--- config.mk ---
export PLATFORM = sky130hd
export DESIGN_NAME = cla_pipe_clk
export DESIGN_NICKNAME = d
export VERILOG_FILES = /design/src/rtl/cla_pipe_clk.sv
export SDC_FILE = /design/constraint.sdc
export NUM_CORES = 1
export LEC_CHECK = 0
export CAP_MARGIN = 15
export CORE_MARGIN = 4
export CORE_UTILIZATION = 45
export CTS_CLUSTER_DIAMETER = 40
export CTS_CLUSTER_SIZE = 30
export DETAILED_ROUTE_END_ITERATION = 8
export PLACE_DENSITY = 0.71
export SKIP_LAST_GASP = 1
export SYNTH_ARGS = -nofsm -noshare
export SYNTH_HDL_FRONTEND = slang
export SYNTH_SLANG_ARGS = --single-unit
--- constraint.sdc ---
create_clock -name clk -period 1.8 [get_ports clk]
set_input_delay 0.45 -clock clk [delete_from_list [all_inputs] [get_ports clk]]
set_output_delay 0.45 -clock clk [all_outputs]
set_load 0.005 [all_outputs]
--- src/rtl/cla_pipe_clk.sv ---
// ---------------------------------------------------------------------------
// cla_pipe_clk -- pipelined carry-lookahead adder/subtractor
//
// A WIDTH-bit add is split into STAGES segments of SEG = WIDTH/STAGES bits.
// Pipeline stage k (1..STAGES) resolves segment k-1 with a SEG-bit
// lookahead adder and registers the partial result, the segment carry-out
// and the still-unresolved (right-shifted) operand bits. Stage STAGES is the
// output register. A single global enable (advance) moves every stage at
// once, so a stall freezes bubbles and data alike.
//
// Parameters:
//   WIDTH   operand/result width, must be a multiple of STAGES
//   STAGES  number of pipeline segments (1..WIDTH)
//
// Ports:
//   clk        rising-edge clock
//   reset_n    asynchronous active-low reset
//   in_valid   a/b/ci/sub carry an operation this cycle
//   in_ready   operation is accepted this cycle if in_valid is high
//   a, b       operands
//   ci         carry-in (add) or borrow-in (subtract)
//   sub        0 = a + b + ci, 1 = a - b - ci
//   out_valid  s/co/ov hold a result
//   out_ready  consumer takes the result this cycle
//   s          sum / difference, truncated to WIDTH bits
//   co         carry-out; in subtract mode 1 means no borrow
//   ov         two's-complement signed overflow
//   z          (only with CLA_PIPE_ZERO_FLAG_EN) 1 when s == 0
//
// Optional feature macro: CLA_PIPE_ZERO_FLAG_EN adds the z output, built up
// as an AND of per-segment zero bits as the operation moves down the pipe.
// ---------------------------------------------------------------------------
module cla_pipe_clk #(
  parameter int WIDTH  = 32,
  parameter int STAGES = 4
) (
  input  logic             clk,
  input  logic             reset_n,
  input  logic             in_valid,
  output logic             in_ready,
  input  logic [WIDTH-1:0] a,
  input  logic [WIDTH-1:0] b,
  input  logic             ci,
  input  logic             sub,
  output logic             out_valid,
  input  logic             out_ready,
  output logic [WIDTH-1:0] s,
  output logic             co,
  output logic             ov
`ifdef CLA_PIPE_ZERO_FLAG_EN
  ,
  output logic             z
`endif
);

  localparam int SEG = WIDTH / STAGES;

  // Flat two-level lookahead: every carry is a direct sum of products of
  // generate/propagate terms and the segment carry-in, so no carry ever
  // ripples through a neighbouring bit's carry.
  function automatic logic [SEG:0] cla_carries(input logic [SEG-1:0] g,
                                               input logic [SEG-1:0] p,
                                               input logic           cin);
    logic [SEG:0] c;
    logic         acc;
    logic         term;
    c[0] = cin;
    for (int i = 0; i < SEG; i++) begin
      acc = cin;
      for (int k = 0; k <= i; k++) begin
        acc = acc & p[k];
      end
      for (int k = 0; k <= i; k++) begin
        term = g[k];
        for (int m = k + 1; m <= i; m++) begin
          term = term & p[m];
        end
        acc = acc | term;
      end
      c[i+1] = acc;
    end
    return c;
  endfunction

  logic             advance;

  // Index 0 is the capture stage; index STAGES is the output register.
  logic             vld_q [0:STAGES];
  logic             cry_q [0:STAGES];
  logic [WIDTH-1:0] a_q   [0:STAGES-1];
  logic [WIDTH-1:0] b_q   [0:STAGES-1];
  logic [WIDTH-1:0] sum_q [1:STAGES];
  logic             ov_q;

  logic [SEG-1:0]   seg_sum  [0:STAGES-1];
  logic             seg_co   [0:STAGES-1];
  logic             seg_cmsb [0:STAGES-1];
  logic [WIDTH-1:0] merged   [0:STAGES-1];

`ifdef CLA_PIPE_ZERO_FLAG_EN
  logic             zf_q      [1:STAGES];
  logic             zf_merged [0:STAGES-1];
`endif

  // The whole pipe moves together unless a result is waiting unaccepted.
  assign advance   = !vld_q[STAGES] || out_ready;
  assign in_ready  = advance;
  assign out_valid = vld_q[STAGES];
  assign s         = sum_q[STAGES];
  assign co        = cry_q[STAGES];
  assign ov        = ov_q;
`ifdef CLA_PIPE_ZERO_FLAG_EN
  assign z         = zf_q[STAGES];
`endif

  // Segment j works on the low SEG bits of the operands held in stage j;
  // the operands are shifted right by SEG at every stage, so the next
  // unresolved segment is always at the bottom.
  for (genvar j = 0; j < STAGES; j++) begin : g_seg
    logic [SEG-1:0]   g;
    logic [SEG-1:0]   p;
    logic [SEG:0]     c;
    logic [WIDTH-1:0] ext;

    assign g = a_q[j][SEG-1:0] & b_q[j][SEG-1:0];
    assign p = a_q[j][SEG-1:0] ^ b_q[j][SEG-1:0];
    assign c = cla_carries(g, p, cry_q[j]);

    assign seg_sum[j]  = p ^ c[SEG-1:0];
    assign seg_co[j]   = c[SEG];
    assign seg_cmsb[j] = c[SEG-1];

    // Zero-extend the segment result so it can be placed at its bit offset.
    always_comb begin
      ext          = '0;
      ext[SEG-1:0] = seg_sum[j];
    end

    // Partial results above the resolved segments are always zero, so the
    // new segment can simply be OR-ed in at its offset.
    if (j == 0) begin : g_first
      assign merged[j] = ext;
`ifdef CLA_PIPE_ZERO_FLAG_EN
      assign zf_merged[j] = ~|seg_sum[j];
`endif
    end else begin : g_rest
      assign merged[j] = sum_q[j] | (ext << (j * SEG));
`ifdef CLA_PIPE_ZERO_FLAG_EN
      assign zf_merged[j] = zf_q[j] & ~|seg_sum[j];
`endif
    end
  end

  // Pipeline registers. Subtraction is turned into an add at capture by
  // inverting b and the borrow-in. Internal stages shift bubbles freely;
  // the output register only loads real results so s/co/ov hold their last
  // value while out_valid is low. Signed overflow is the carry into the MSB
  // differing from the carry out of it.
  always_ff @(posedge clk or negedge reset_n) begin
    if (!reset_n) begin
      for (int k = 0; k <= STAGES; k++) begin
        vld_q[k] <= 1'b0;
        cry_q[k] <= 1'b0;
      end
      for (int k = 0; k < STAGES; k++) begin
        a_q[k] <= '0;
        b_q[k] <= '0;
      end
      for (int k = 1; k <= STAGES; k++) begin
        sum_q[k] <= '0;
`ifdef CLA_PIPE_ZERO_FLAG_EN
        zf_q[k]  <= 1'b0;
`endif
      end
      ov_q <= 1'b0;
    end else if (advance) begin
      vld_q[0] <= in_valid;
      a_q[0]   <= a;
      b_q[0]   <= sub ? ~b : b;
      cry_q[0] <= ci ^ sub;

      for (int k = 1; k < STAGES; k++) begin
        vld_q[k] <= vld_q[k-1];
        cry_q[k] <= seg_co[k-1];
        a_q[k]   <= a_q[k-1] >> SEG;
        b_q[k]   <= b_q[k-1] >> SEG;
        sum_q[k] <= merged[k-1];
`ifdef CLA_PIPE_ZERO_FLAG_EN
        zf_q[k]  <= zf_merged[k-1];
`endif
      end

      vld_q[STAGES] <= vld_q[STAGES-1];
      if (vld_q[STAGES-1]) begin
        sum_q[STAGES] <= merged[STAGES-1];
        cry_q[STAGES] <= seg_co[STAGES-1];
        ov_q          <= seg_cmsb[STAGES-1] ^ seg_co[STAGES-1];
`ifdef CLA_PIPE_ZERO_FLAG_EN
        zf_q[STAGES]  <= zf_merged[STAGES-1];
`endif
      end
    end
  end

endmodule

=== Yosys cells after proc, flatten, opt, wreduce, memory -nomap -nowiden ===
Cells that the tools add are included.

* Flip-flop bits (word level): 275
* Bits in latches: 0
* RAM bits: 0
* Bits in read-only memories: 0
* Input port bits: 70
* Output and inout bits: 36
* Word-level logic and storage cells: 333
* Memories kept: 0

* Add/subtract/negate cells: 0
* Multipliers: 0
* Divide/modulo/power cells: 0
* Magnitude comparators: 0
* Equal/unequal tests: 0
* Shift-type cells: 0
* Multiplexer cells: 1
* Bitwise operators: 306
* Reduce and logical (&&, ||, !) cells: 3

{| class="wikitable"
|+ Operator list
! operator !! number
|-
| AND 1 bit || 144
|-
| OR 1 bit || 144
|-
| bitwise XOR 8 bit || 8
|-
| AND 8 bit || 4
|-
| two-way mux 32 bit || 1
|-
| NOT 32 bit || 1
|-
| OR 32 x 24 -> 32 bit || 1
|-
| OR 32 bit || 1
|-
| OR 8 x 16 -> 16 bit || 1
|-
| AND reduction 2 bit || 1
|-
| bitwise XOR 1 bit || 2
|-
| logical NOT 1 bit || 1
|-
| logical OR 1 bit || 1
|}

=== Depth between registers and ports, before layout ===
Gate-level depths: netlist (run 1).

* Word-level depth: 18
* Mapped depth: 7
* Mapped depth without buffers: 7

=== Least setup slack after synthesis (run 1) ===
No wires, ideal clock.

* Path type: register -> register
* Start point: register a_q[0] (netlist name)
* End point: register sum_q, in the netlist s[31]
* Setup time: 129 ps
* Arrival time: 1779 ps
* Required time: 1671 ps
* Slack: -109 ps
* Cell stages (with the launch flop): 8
* Path buffers: 0
* Period minus slack after synthesis: 1909 ps
* Cells stage by stage: dfrtp_1 > ha_1 > ha_1 > o211ai_1 > nand2_1 > a221oi_1 > xor2_1 > o21ai_0

* Longest elaborated chain between the ends: 17
* Elaborated cells on any way between the ends: 24
* Those cells by class: bitwise: 24

{| class="wikitable"
|+ Ends and longest elaborated chain
! element !! RTL line !! text
|-
| start: declaration || 90 || <nowiki>logic [WIDTH-1:0] a_q [0:STAGES-1];</nowiki>
|-
| start signal: indexed assignment || 185 || <nowiki>a_q[k] <= a_q[k-1] >> SEG;</nowiki>
|-
| bitwise XOR 8 bit || 126 || <nowiki>assign p = a_q[j][SEG-1:0] ^ b_q[j][SEG-1:0];</nowiki>
|-
| AND 1 bit (7 in a row) || 71 || <nowiki>acc = acc & p[k];</nowiki>
|-
| OR 1 bit * (7 in a row) || 78 || <nowiki>acc = acc | term;</nowiki>
|-
| bitwise XOR 8 bit * || 129 || <nowiki>assign seg_sum[j] = p ^ c[SEG-1:0];</nowiki>
|-
| OR 32 bit * || 147 || <nowiki>assign merged[j] = sum_q[j] | (ext << (j * SEG));</nowiki>
|-
| end signal: indexed assignment || 187 || <nowiki>sum_q[k] <= merged[k-1];</nowiki>
|-
| end signal: indexed assignment || 195 || <nowiki>sum_q[STAGES] <= merged[STAGES-1];</nowiki>
|-
| end: declaration || 92 || <nowiki>logic [WIDTH-1:0] sum_q [1:STAGES];</nowiki>
|}

Mark *: on every way between the ends. The rest lies on a longest branch, timed or not.
A chain may end at the register's enable or synchronous reset.

=== Final worst setup path (run 1) ===
* Start point: register b_q[0] (netlist name)
* End point: register sum_q, in the netlist s[31]

* Longest elaborated chain between the ends: 17
* Elaborated cells on any way between the ends: 24
* Those cells by class: bitwise: 24

{| class="wikitable"
|+ Ends and longest elaborated chain
! element !! RTL line !! text
|-
| start: declaration || 91 || <nowiki>logic [WIDTH-1:0] b_q [0:STAGES-1];</nowiki>
|-
| start signal: indexed assignment || 186 || <nowiki>b_q[k] <= b_q[k-1] >> SEG;</nowiki>
|-
| bitwise XOR 8 bit || 126 ||
|-
| AND 1 bit (7 in a row) || 71 ||
|-
| OR 1 bit * (7 in a row) || 78 ||
|-
| bitwise XOR 8 bit * || 129 ||
|-
| OR 32 bit * || 147 ||
|}

Marks and branches as above.

==> impl_metrics.toml, run 1 <==
[outcome]
status = "finished, violations left"
failed_checks = "setup timing"

[timing]
setup_ws_ps = -237
clock.fmax_mhz = 491
slew_viol_final = 0
finalCritPeriodShare_pct = 113
min_period_ps = 2040
clock-skew-final_ps = 15.9
finalSetupViolCount = 14
rsz0062_at_grt = "true"
worstMarginPinSlew_ps = 550
tns_ps = -1300
slew_headroom_pct = 63.3
hold_violations = 0

[placement]
io_buffers = 105
dp_hpwl_um = 13700
place_area_mm2 = 0.0124
dpl.cell_count = 1511
gp_congestion = 0.798
pre_cts_slack_ps = -319

[setup_path]
critPathArrivalTime_ps = 2460
worstSetupPathDepth = 8
r2r_start = "b_q[0]$_DFFE_PN0N_"
cp_cell_sequence = "ha_1 > ha_2 > o211ai_1 > nand2_1 > a221oi_2 > buf_4 > xor2_1 > o21ai_1"
worstSetupPathType = "flop to flop"
cp_slowest_cell = "dfrtp_1"
start_kind = "flop"
path_delay_family = "compound AO/OA/AOI/OAI gates"
crit_path_max_incr_delay_ps = 380
rr_worst_depth = 8
endpoint_kind = "flop"
path_buf_inv = 1
worstSetupStartpoint = "b_q[0]$_DFFE_PN0N_"
worst-path-max-fanout = 4
required_ps = 2220

[synth]
synth_area_leader_cell = "dfrtp_1"
syn_avg_cell_area_um2 = 9.63
yosys-top-cells-count = "nand2_1 (532), dfrtp_1 (251), o21ai_0 (49)"
async_reset_ff_share_pct = 100
yosysWarnings = 0
yosysMostFrequentCell = "nand2_1"
seq_area_frac_synth_pct = 59.0
synth-edff-count = 0
synth_nets = 1215
synth_ff_type = "dfrtp_1"
synthCells = 1105
synth-seq-cells = 251
mappedNetlistArea_mm2 = 0.0106
yosys.cell_types.count = 35
synth_area_leaders = "dfrtp_1 (59%), nand2_1 (19%), ha_1 (4.2%), xnor2_1 (3.9%), mux2_2 (2.5%)"
synth_top_area_share_pct = 59.0

[global_route]
grt_usage_pct = 16.1
grt_pass1_vias = 7361
grt_overflow = 0
antenna_found_initial = 0
grt_max_degree = 130
grt_pass1_wl_um = 35800

[floorplan]
initial_core_util_pct = 46.4
floorplan.rows = 55
coreArea_mm2 = 0.0229
num_io_pins = 106
die_height_um = 162
die_w_um = 162
fp.dieArea_mm2 = 0.0262

[drt]
drt_iter0_drc = 435
first_pass_iters = 5
totalWireLength_um = 21100
wire_per_inst_um = 13.3
ant_nets = 0
drc = 0
routed_via_density = 4.70
dr_total_vias = 7422

[pwr]
total_power_uw = 25100
power.density_mw_per_mm2 = 1840
power.leakage_uw = 0.00672
vdd.ir_drop.worst_uv = 786

[clock_tree]
cts.clk_slew.worst_paths_ps = 60
cts-root-buf = "clkbuf_16"
cts_tree = "yes"
htree_levels = 1
cts_buffers = 30
cts.sinks = 251
worstSkewPairLatency_ps = 550
cts_buffer_depth = 3

[finish]
final_area_mm2 = 0.0136
nNetsFinal = 1353
drive_above_1_share_pct = 13.1
fin_cells = 1580
area_growth_pct = 27.9
diodes = 0

[worst_hold_path]
hp-class = "input pin to async pin"

[flow_run]
max-cap-violations = 0
layout by cell type, fill, tap and decap left out, drive strengths merged, types with 2 or more instances in the layout:
master	count
nand3	2
nor3	8
clkinv	7
dlygate4sd2	35
a21o	9
mux2	25
bufinv	5
dfrtp	251
xor2	8
a211oi	3
fa	4
inv	9
o21a	2
a31o	3
a21oi	23
nor2	19
o21ai	51
o31ai	6
xnor2	47
nand2	532
ha	36
a2111oi	3
clkdlybuf4s50	67
buf	58
nand2b	5
clkbuf	39
stage by stage:
step,util [%],hold WS [ps]
2_1_floorplan,-,154
3_3_place_gp,54.0,396
3_5_place_dp,54.0,397
4_1_cts,58.9,408
5_1_grt,59.4,421
6_report,59.4,423
final cells by class:
| cell class | count | area, um^2 |
|---|---|---|
| Sequential cell | 251 | 6280 |
| Clock buffer | 38 | 811 |
| Timing Repair Buffer | 162 | 1560 |
| Multi-Input combinational cell | 794 | 4290 |
| Fill cell | 1924 | 9310 |
| Clock inverter | 18 | 258 |
| Tap cell | 313 | 392 |
| Inverter | 4 | 20.0 |
final timing paths:
check | slack [ps] | endpoint
max | -240 | s[31]$_DFFE_PN0P_
min | 420 | b_q[102]$_DFFE_PN0N_
max reg2reg | -240 | s[31]$_DFFE_PN0P_
min reg2reg | 460 | sum_q[42]$_DFFE_PN0N_
max in group asynchronous | 720 | b_q[116]$_DFFE_PN0N_
min in group clk | 430 | a_q[116]$_DFFE_PN0N_
power breakdown:
group	total (uW)	switching, uW	internal [uW]	leakage, uW
combinational	9170	4710	4460	0.00316
sequential	9610	1430	8180	0.00303
clock	6320	2370	3950	0.000523
total	25100	8510	16600	0.00672
flip-flops by register name (all words and copies together) (netlist names):
| name | count |
|---|---|
| a_q | 80 |
| b_q | 80 |
| sum_q | 48 |
| s | 32 |
| cry_q | 4 |
| vld_q | 4 |
| co | 1 |
| out_valid | 1 |
| ov | 1 |
worst register-to-register path, cell delays in order (launching register included):
cell,delay [ps]
dfrtp_1,380
ha_1,300
ha_2,170
o211ai_1,210
nand2_1,130
a221oi_2,330
buf_4,190
xor2_1,140
o21ai_1,70
per-layer routing:
metal | up-vias | track usage, % | part of all wire, % | routed length, um
li1 | 3802 | - | - | -
met1 | 3480 | 22.8 | 47 | 10000
met2 | 116 | 26.3 | 47 | 9940
met3 | 24 | 2.69 | 3.8 | 797
met4 | 0 | 3.61 | 1.5 | 323
met5 | - | 0 | 0 | 0
repair_timing:
action                                 in CTS  in global routing
hold buffers                                1                  0
gates resized for setup                    49                 18
pin swaps                                  20                 16
buffers inserted                            9                  3
endpoints found under the hold margin      43                  0
setup endpoints to repair                  56                 27
kinds of logic (layout without fill, tap and decap cells):
group / count (synthesis) / after routing / synth area share (%)
DFF: 251 / 251 / 59.0
xor gates and xnor gates: 55 / 55 / 4.53
and+or+nand+nor: 569 / 569 / 20.4
AOI/OAI and AO/OA: 104 / 104 / 6.08
buffers and inverters: 60 / 222 / 2.21
adders and majority gates: 40 / 40 / 4.99
muxes: 26 / 26 / 2.74
Power figures use the tool's default switching activity.
==> inputs of run 2 (changes only) <==
--- a/config.mk
+++ b/config.mk
@@ -9,9 +9,9 @@
 export CORE_MARGIN = 4
 export CORE_UTILIZATION = 45
 export CTS_CLUSTER_DIAMETER = 40
-export CTS_CLUSTER_SIZE = 30
 export DETAILED_ROUTE_END_ITERATION = 8
-export PLACE_DENSITY = 0.71
+export PLACE_DENSITY = 0.68
+export SETUP_SLACK_MARGIN = 0.15
 export SKIP_LAST_GASP = 1
 export SYNTH_ARGS = -nofsm -noshare
 export SYNTH_HDL_FRONTEND = slang
==> constraint.sdc (replaced) <==
create_clock -name clk -period 2.6 [get_ports clk]
set_input_delay 0.65 -clock clk [delete_from_list [all_inputs] [get_ports clk]]
set_output_delay 0.65 -clock clk [all_outputs]
set_load 0.005 [all_outputs]
==> run 2 against run 1 <==
  * The flow now finishes without violations
  * First-iteration DRC count fell by 1.8%
  * Wire length fell by 4.5%
  * Critical path type is now input pin to output pin
  * Sequential cell count unchanged
  * Highest routed layer unchanged
  * Worst hold slack got worse by 360 ps
  * Combinational power is 40% lower
  * Core utilization fell by 1.3 points
  * Count of clock-buffer cells in the layout increased by 9
  * Sequential share of layout area increased by 1.0 points
  * Total power is 31% lower
  * Clock power fell by 21%
==> impl_metrics.toml, run 2 (synthesis results as in run 1) <==
[timing]
hold_violations = 0
clock-skew-final_ps = 15.6
tns_ps = 0
finalSetupViolCount = 0
whs_ps = 59.0
slew_viol_final = 0
worstMarginPinSlew_ps = 723
slew_headroom_pct = 51.8
finalCritPeriodShare_pct = 88.4
min_period_ps = 2300
rsz0062_at_grt = "false"
clock.fmax_mhz = 435

[finish]
final_common_cell = "nand2_1"
biggestRegsByFlops = "a_q (80), b_q (80), sum_q (48)"
area_growth_pct = 25.2
final_cell_mix = "nand2_1 (531), dfrtp_1 (251), clkdlybuf4s50_1 (102), o21ai_0 (49), xnor2_1 (47)"
nNetsFinal = 1316
diodes = 0
drive_above_1_share_pct = 8.84

[clock_tree]
cts_buffer_depth = 3
cts.clk_slew.worst_paths_ps = 50
cts_setup_buffers = 0
cts.sinks = 251
cts_buffers = 36
cts_tree = "yes"
worstSkewPairLatency_ps = 500
htree_levels = 2
cts-root-buf = "clkbuf_16"

[drt]
dr_total_vias = 7246
totalWireLength_um = 20100
first_pass_iters = 6
wire_per_inst_um = 13.0
drc = 0
routed_via_density = 4.69
ant_nets = 0
drt_iter0_drc = 427

[pwr]
netSwitchingPower_uw = 5640
power.density_mw_per_mm2 = 1290
seq_power_share_pct = 38.7
switching_share_pct = 32.7
comb_power_share_pct = 32.2
vdd.ir_drop.worst_uv = 565
p_int_uw = 11600
power.leakage_uw = 0.00650
p_clk_share_pct = 29.1

[setup_path]
cp_slowest_cell = "clkdlybuf4s50_1"
worst-path-max-fanout = 2
start_kind = "input pin"
endpoint_kind = "output pin"
crit_path_max_incr_delay_ps = 450
path_buf_inv = 3
required_ps = 1950
worstSetupPathType = "input pin to output pin"
path_delay_family = "buffers and inverters"
cp_cell_sequence = "clkdlybuf4s50_1 > nor2b_4 > inv_6 > dlygate4sd2_1"
critPathArrivalTime_ps = 1650

[placement]
gp_congestion = 0.791
dp_hpwl_um = 12900
io_buffers = 105

[global_route]
grt_usage_pct = 15.8
grt_max_degree = 113
grt_pass1_wl_um = 34900
antenna_found_initial = 0
grt_overflow = 0
grt_pass1_vias = 7242

[worst_hold_path]
hp-class = "input pin to async pin"

[flow_run]
max-cap-violations = 0

[floorplan]
num_io_pins = 106
floorplan.rows = 55
fp.dieArea_mm2 = 0.0262
coreArea_mm2 = 0.0229
die_height_um = 162
initial_core_util_pct = 46.4
die_w_um = 162

[outcome]
status = "completed"
[run 2: cell count changes in the layout (fill, tap and decap cells not counted), sizes merged]
cell           before  now
buf                58   16
clkdlybuf4s50      67  102
dlygate4sd2        35    1
clkbuf             39   47
clkinv              7    6
dlygate4sd3         1    0
inv                 9   10
[run 2: path summary, 6_finish.rpt]
path	from	to	slack, ps	depth (start not counted)
max in group asynchronous	reset_n	a_q[80]$_DFFE_PN0N_	1820	2
worst min-delay path	reset_n	b_q[102]$_DFFE_PN0N_	60	1
worst max register to register	a_q[0]$_DFFE_PN0N_	s[31]$_DFFE_PN0P_	510	8
worst max-delay path	out_ready	in_ready	300	4
min in group clk	sum_q[64]$_DFFE_PN0N_	sum_q[64]$_DFFE_PN0N_	460	2
worst min register to register	sum_q[64]$_DFFE_PN0N_	sum_q[64]$_DFFE_PN0N_	460	2
[run 2: power groups by stage]
stage | clock network [uW] | registers [uW] | logic [uW]
after CTS | 5150 | 6690 | 5660
after floorplan | 0 | 6460 | 3970
after global placement | 0 | 6710 | 5450
after detailed placement | 0 | 6740 | 5610
after global routing | 5330 | 6910 | 6400
final | 5020 | 6670 | 5540
[run 2: final cells by class]
class | count | area, um^2
Clock buffer | 47 | 1010
Clock inverter | 18 | 250
Fill cell | 2020 | 9600
Inverter | 4 | 20.0
Multi-Input combinational cell | 794 | 4130
Sequential cell | 251 | 6280
Tap cell | 313 | 392
Timing Repair Buffer | 119 | 1230
[run 2: stage by stage]
step	total power (uW)	area [um^2]	cells	utilization [%]	setup WS (ps)
finish	17200	13300	1546	58.1	302
global route	18600	13300	1546	58.1	268
CTS	17500	13300	1546	58.1	283
detailed placement	12400	12100	1481	52.6	86.5
global placement	12200	12100	1481	52.6	88.4
floorplan	10400	10600	1105	-	579
[run 2: metal layers]
layer	vias to the layer above	global-route usage [%]	part of all wire (%)
li1	3724	-	-
met1	3358	22.8	49
met2	127	24.3	44
met3	37	3.12	4.4
met4	0	5.04	2.4
met5	-	0	0
[run 2: what timing repair did]
action | CTS | global route
endpoints found under the setup margin | 1 | 0
hold buffers | 0 | 0
gates resized for setup | 1 | 0
==> inputs of run 3 (changes only) <==
--- a/config.mk
+++ b/config.mk
@@ -10,7 +10,9 @@
 export CORE_UTILIZATION = 45
 export CTS_CLUSTER_DIAMETER = 40
 export DETAILED_ROUTE_END_ITERATION = 8
-export PLACE_DENSITY = 0.68
+export DONT_BUFFER_PORTS = 1
+export GPL_ROUTABILITY_DRIVEN = 1
+export PLACE_DENSITY = 0.63
 export SETUP_SLACK_MARGIN = 0.15
 export SKIP_LAST_GASP = 1
 export SYNTH_ARGS = -nofsm -noshare
==> run 3 against run 2 <==
  * Die area did not move
  * Critical path type is now flop to flop
  * Total power decreased by 2.0%
  * Maximum frequency rose by 11%
  * Sequential power grew 1%
  * Critical endpoint is now sum_q[76]$_DFFE_PN0N_
  * Clock skew rose by 4.8 ps
  * Largest power group unchanged
  * Sequential share of layout area grew 4.0 points
  * The flow now finishes with violations (hold timing)
  * Via count down 5.0%
==> impl_metrics.toml, run 3 (synthesis results as in run 1) <==
[clock_tree]
post_cts_resized = 0
cts.sinks = 251
cts-root-buf = "clkbuf_16"
worstSkewPairLatency_ps = 500
cts.clk_slew.worst_paths_ps = 50
cts_buffers = 38
htree_levels = 2
cts_setup_buffers = 0
cts_buffer_depth = 3
cts_tree = "yes"

[setup_path]
required_ps = 2950
endpoint_kind = "flop"
worstSetupPathType = "flop to flop"
critPathArrivalTime_ps = 2420
start_kind = "flop"
worst-path-max-fanout = 3

[timing]
finalCritPeriodShare_pct = 79.7
slew_headroom_pct = 54.3
rsz0062_at_grt = "false"
min_period_ps = 2070
worstMarginPinSlew_ps = 686
hold_violations = 202
finalSetupViolCount = 0
clock.fmax_mhz = 483
setup_ws_ps = 529
clock-skew-final_ps = 20.4
slew_viol_final = 0
whs_ps = -141
tns_ps = 0

[finish]
register_area_mm2 = 0.00628
multiInputGateArea_mm2 = 0.00413
final_area_mm2 = 0.0123
biggestRegsByFlops = "a_q (80), b_q (80), sum_q (48)"
final_common_cell = "nand2_1"
area_growth_pct = 15.5
drive_above_1_share_pct = 9.42
final_cell_mix = "nand2_1 (531), dfrtp_1 (251), o21ai_0 (49), xnor2_1 (47), clkbuf_16 (39)"
diodes = 0
fillers = 2080
nNetsFinal = 1208

[drt]
dr_total_vias = 6887
wire_per_inst_um = 13.9
first_pass_iters = 4
totalWireLength_um = 19900
drc = 0
ant_nets = 0
routed_via_density = 4.79
drt_iter0_drc = 475

[floorplan]
die_height_um = 162
floorplan.rows = 55
fp.dieArea_mm2 = 0.0262
coreArea_mm2 = 0.0229
num_io_pins = 106
initial_core_util_pct = 46.4
die_w_um = 162

[global_route]
grt_overflow = 0
grt_usage_pct = 15.7
grt_pass1_vias = 6784
grt_pass1_wl_um = 34500
antenna_found_initial = 1
grt_max_degree = 252

[placement]
gp_congestion = 0.782
place_area_mm2 = 0.0109
pre_cts_slack_ps = 516
io_buffers = 0
dp_hpwl_um = 12600

[pwr]
power.density_mw_per_mm2 = 1370
total_power_uw = 16900
vdd.ir_drop.worst_uv = 616
power.leakage_uw = 0.00608

[worst_hold_path]
hp-class = "input pin to async pin"

[flow_run]
max-cap-violations = 0

[outcome]
failed_checks = "hold timing"
status = "finished, violations left"
## run 3: worst paths after layout
check,slack [ps],cells past startpoint,from,endpoint
max,530,7,a_q[64]$_DFFE_PN0N_,sum_q[76]$_DFFE_PN0N_
min,-140,0,reset_n,b_q[102]$_DFFE_PN0N_
max reg2reg,530,7,a_q[64]$_DFFE_PN0N_,sum_q[76]$_DFFE_PN0N_
min reg2reg,460,2,sum_q[33]$_DFFE_PN0N_,sum_q[33]$_DFFE_PN0N_
max in group asynchronous,2160,0,reset_n,s[14]$_DFFE_PN0P_
min in group clk,260,2,a[27],a_q[123]$_DFFE_PN0N_
## run 3: final cells by class
type,count,area share (%)
flip-flops and latches,251,51.1
multi-input cells,794,33.6
clock buffers,44,8.26
well taps,313,3.19
clock inverters,23,2.67
repair buffers,9,0.957
inverters,4,0.163
## run 3: critical path, stage by stage, from the launching register on
cell	delay, ps
dfrtp_1	410
ha_1	310
ha_1	180
o21ai_0	290
nand2b_1	140
a21o_1	220
a211oi_1	280
o31ai_1	90
## run 3: per-layer routing
layer / part of all wire (%) / wire length (um) / track usage, % / vias to the layer above
met5: 0.065 / 13 / 0 / -
met2: 42 / 8430 / 22.8 / 118
met3: 5.1 / 1010 / 3.58 / 41
met1: 50 / 10000 / 23.7 / 3199
met4: 2.3 / 456 / 4.69 / 2
li1: - / - / - / 3527
## run 3: power by group
group	leakage, uW	internal (uW)	switching [uW]
registers	0.00303	5670	1090
logic	0.00240	2130	2700
clock network	0.000645	3510	1790
## run 3: metrics by stage
stage,util (%),cells
2_1_floorplan,-,1105
3_3_place_gp,47.7,1371
3_5_place_dp,47.7,1371
4_1_cts,53.6,1438
5_1_grt,53.6,1438
6_report,53.6,1438
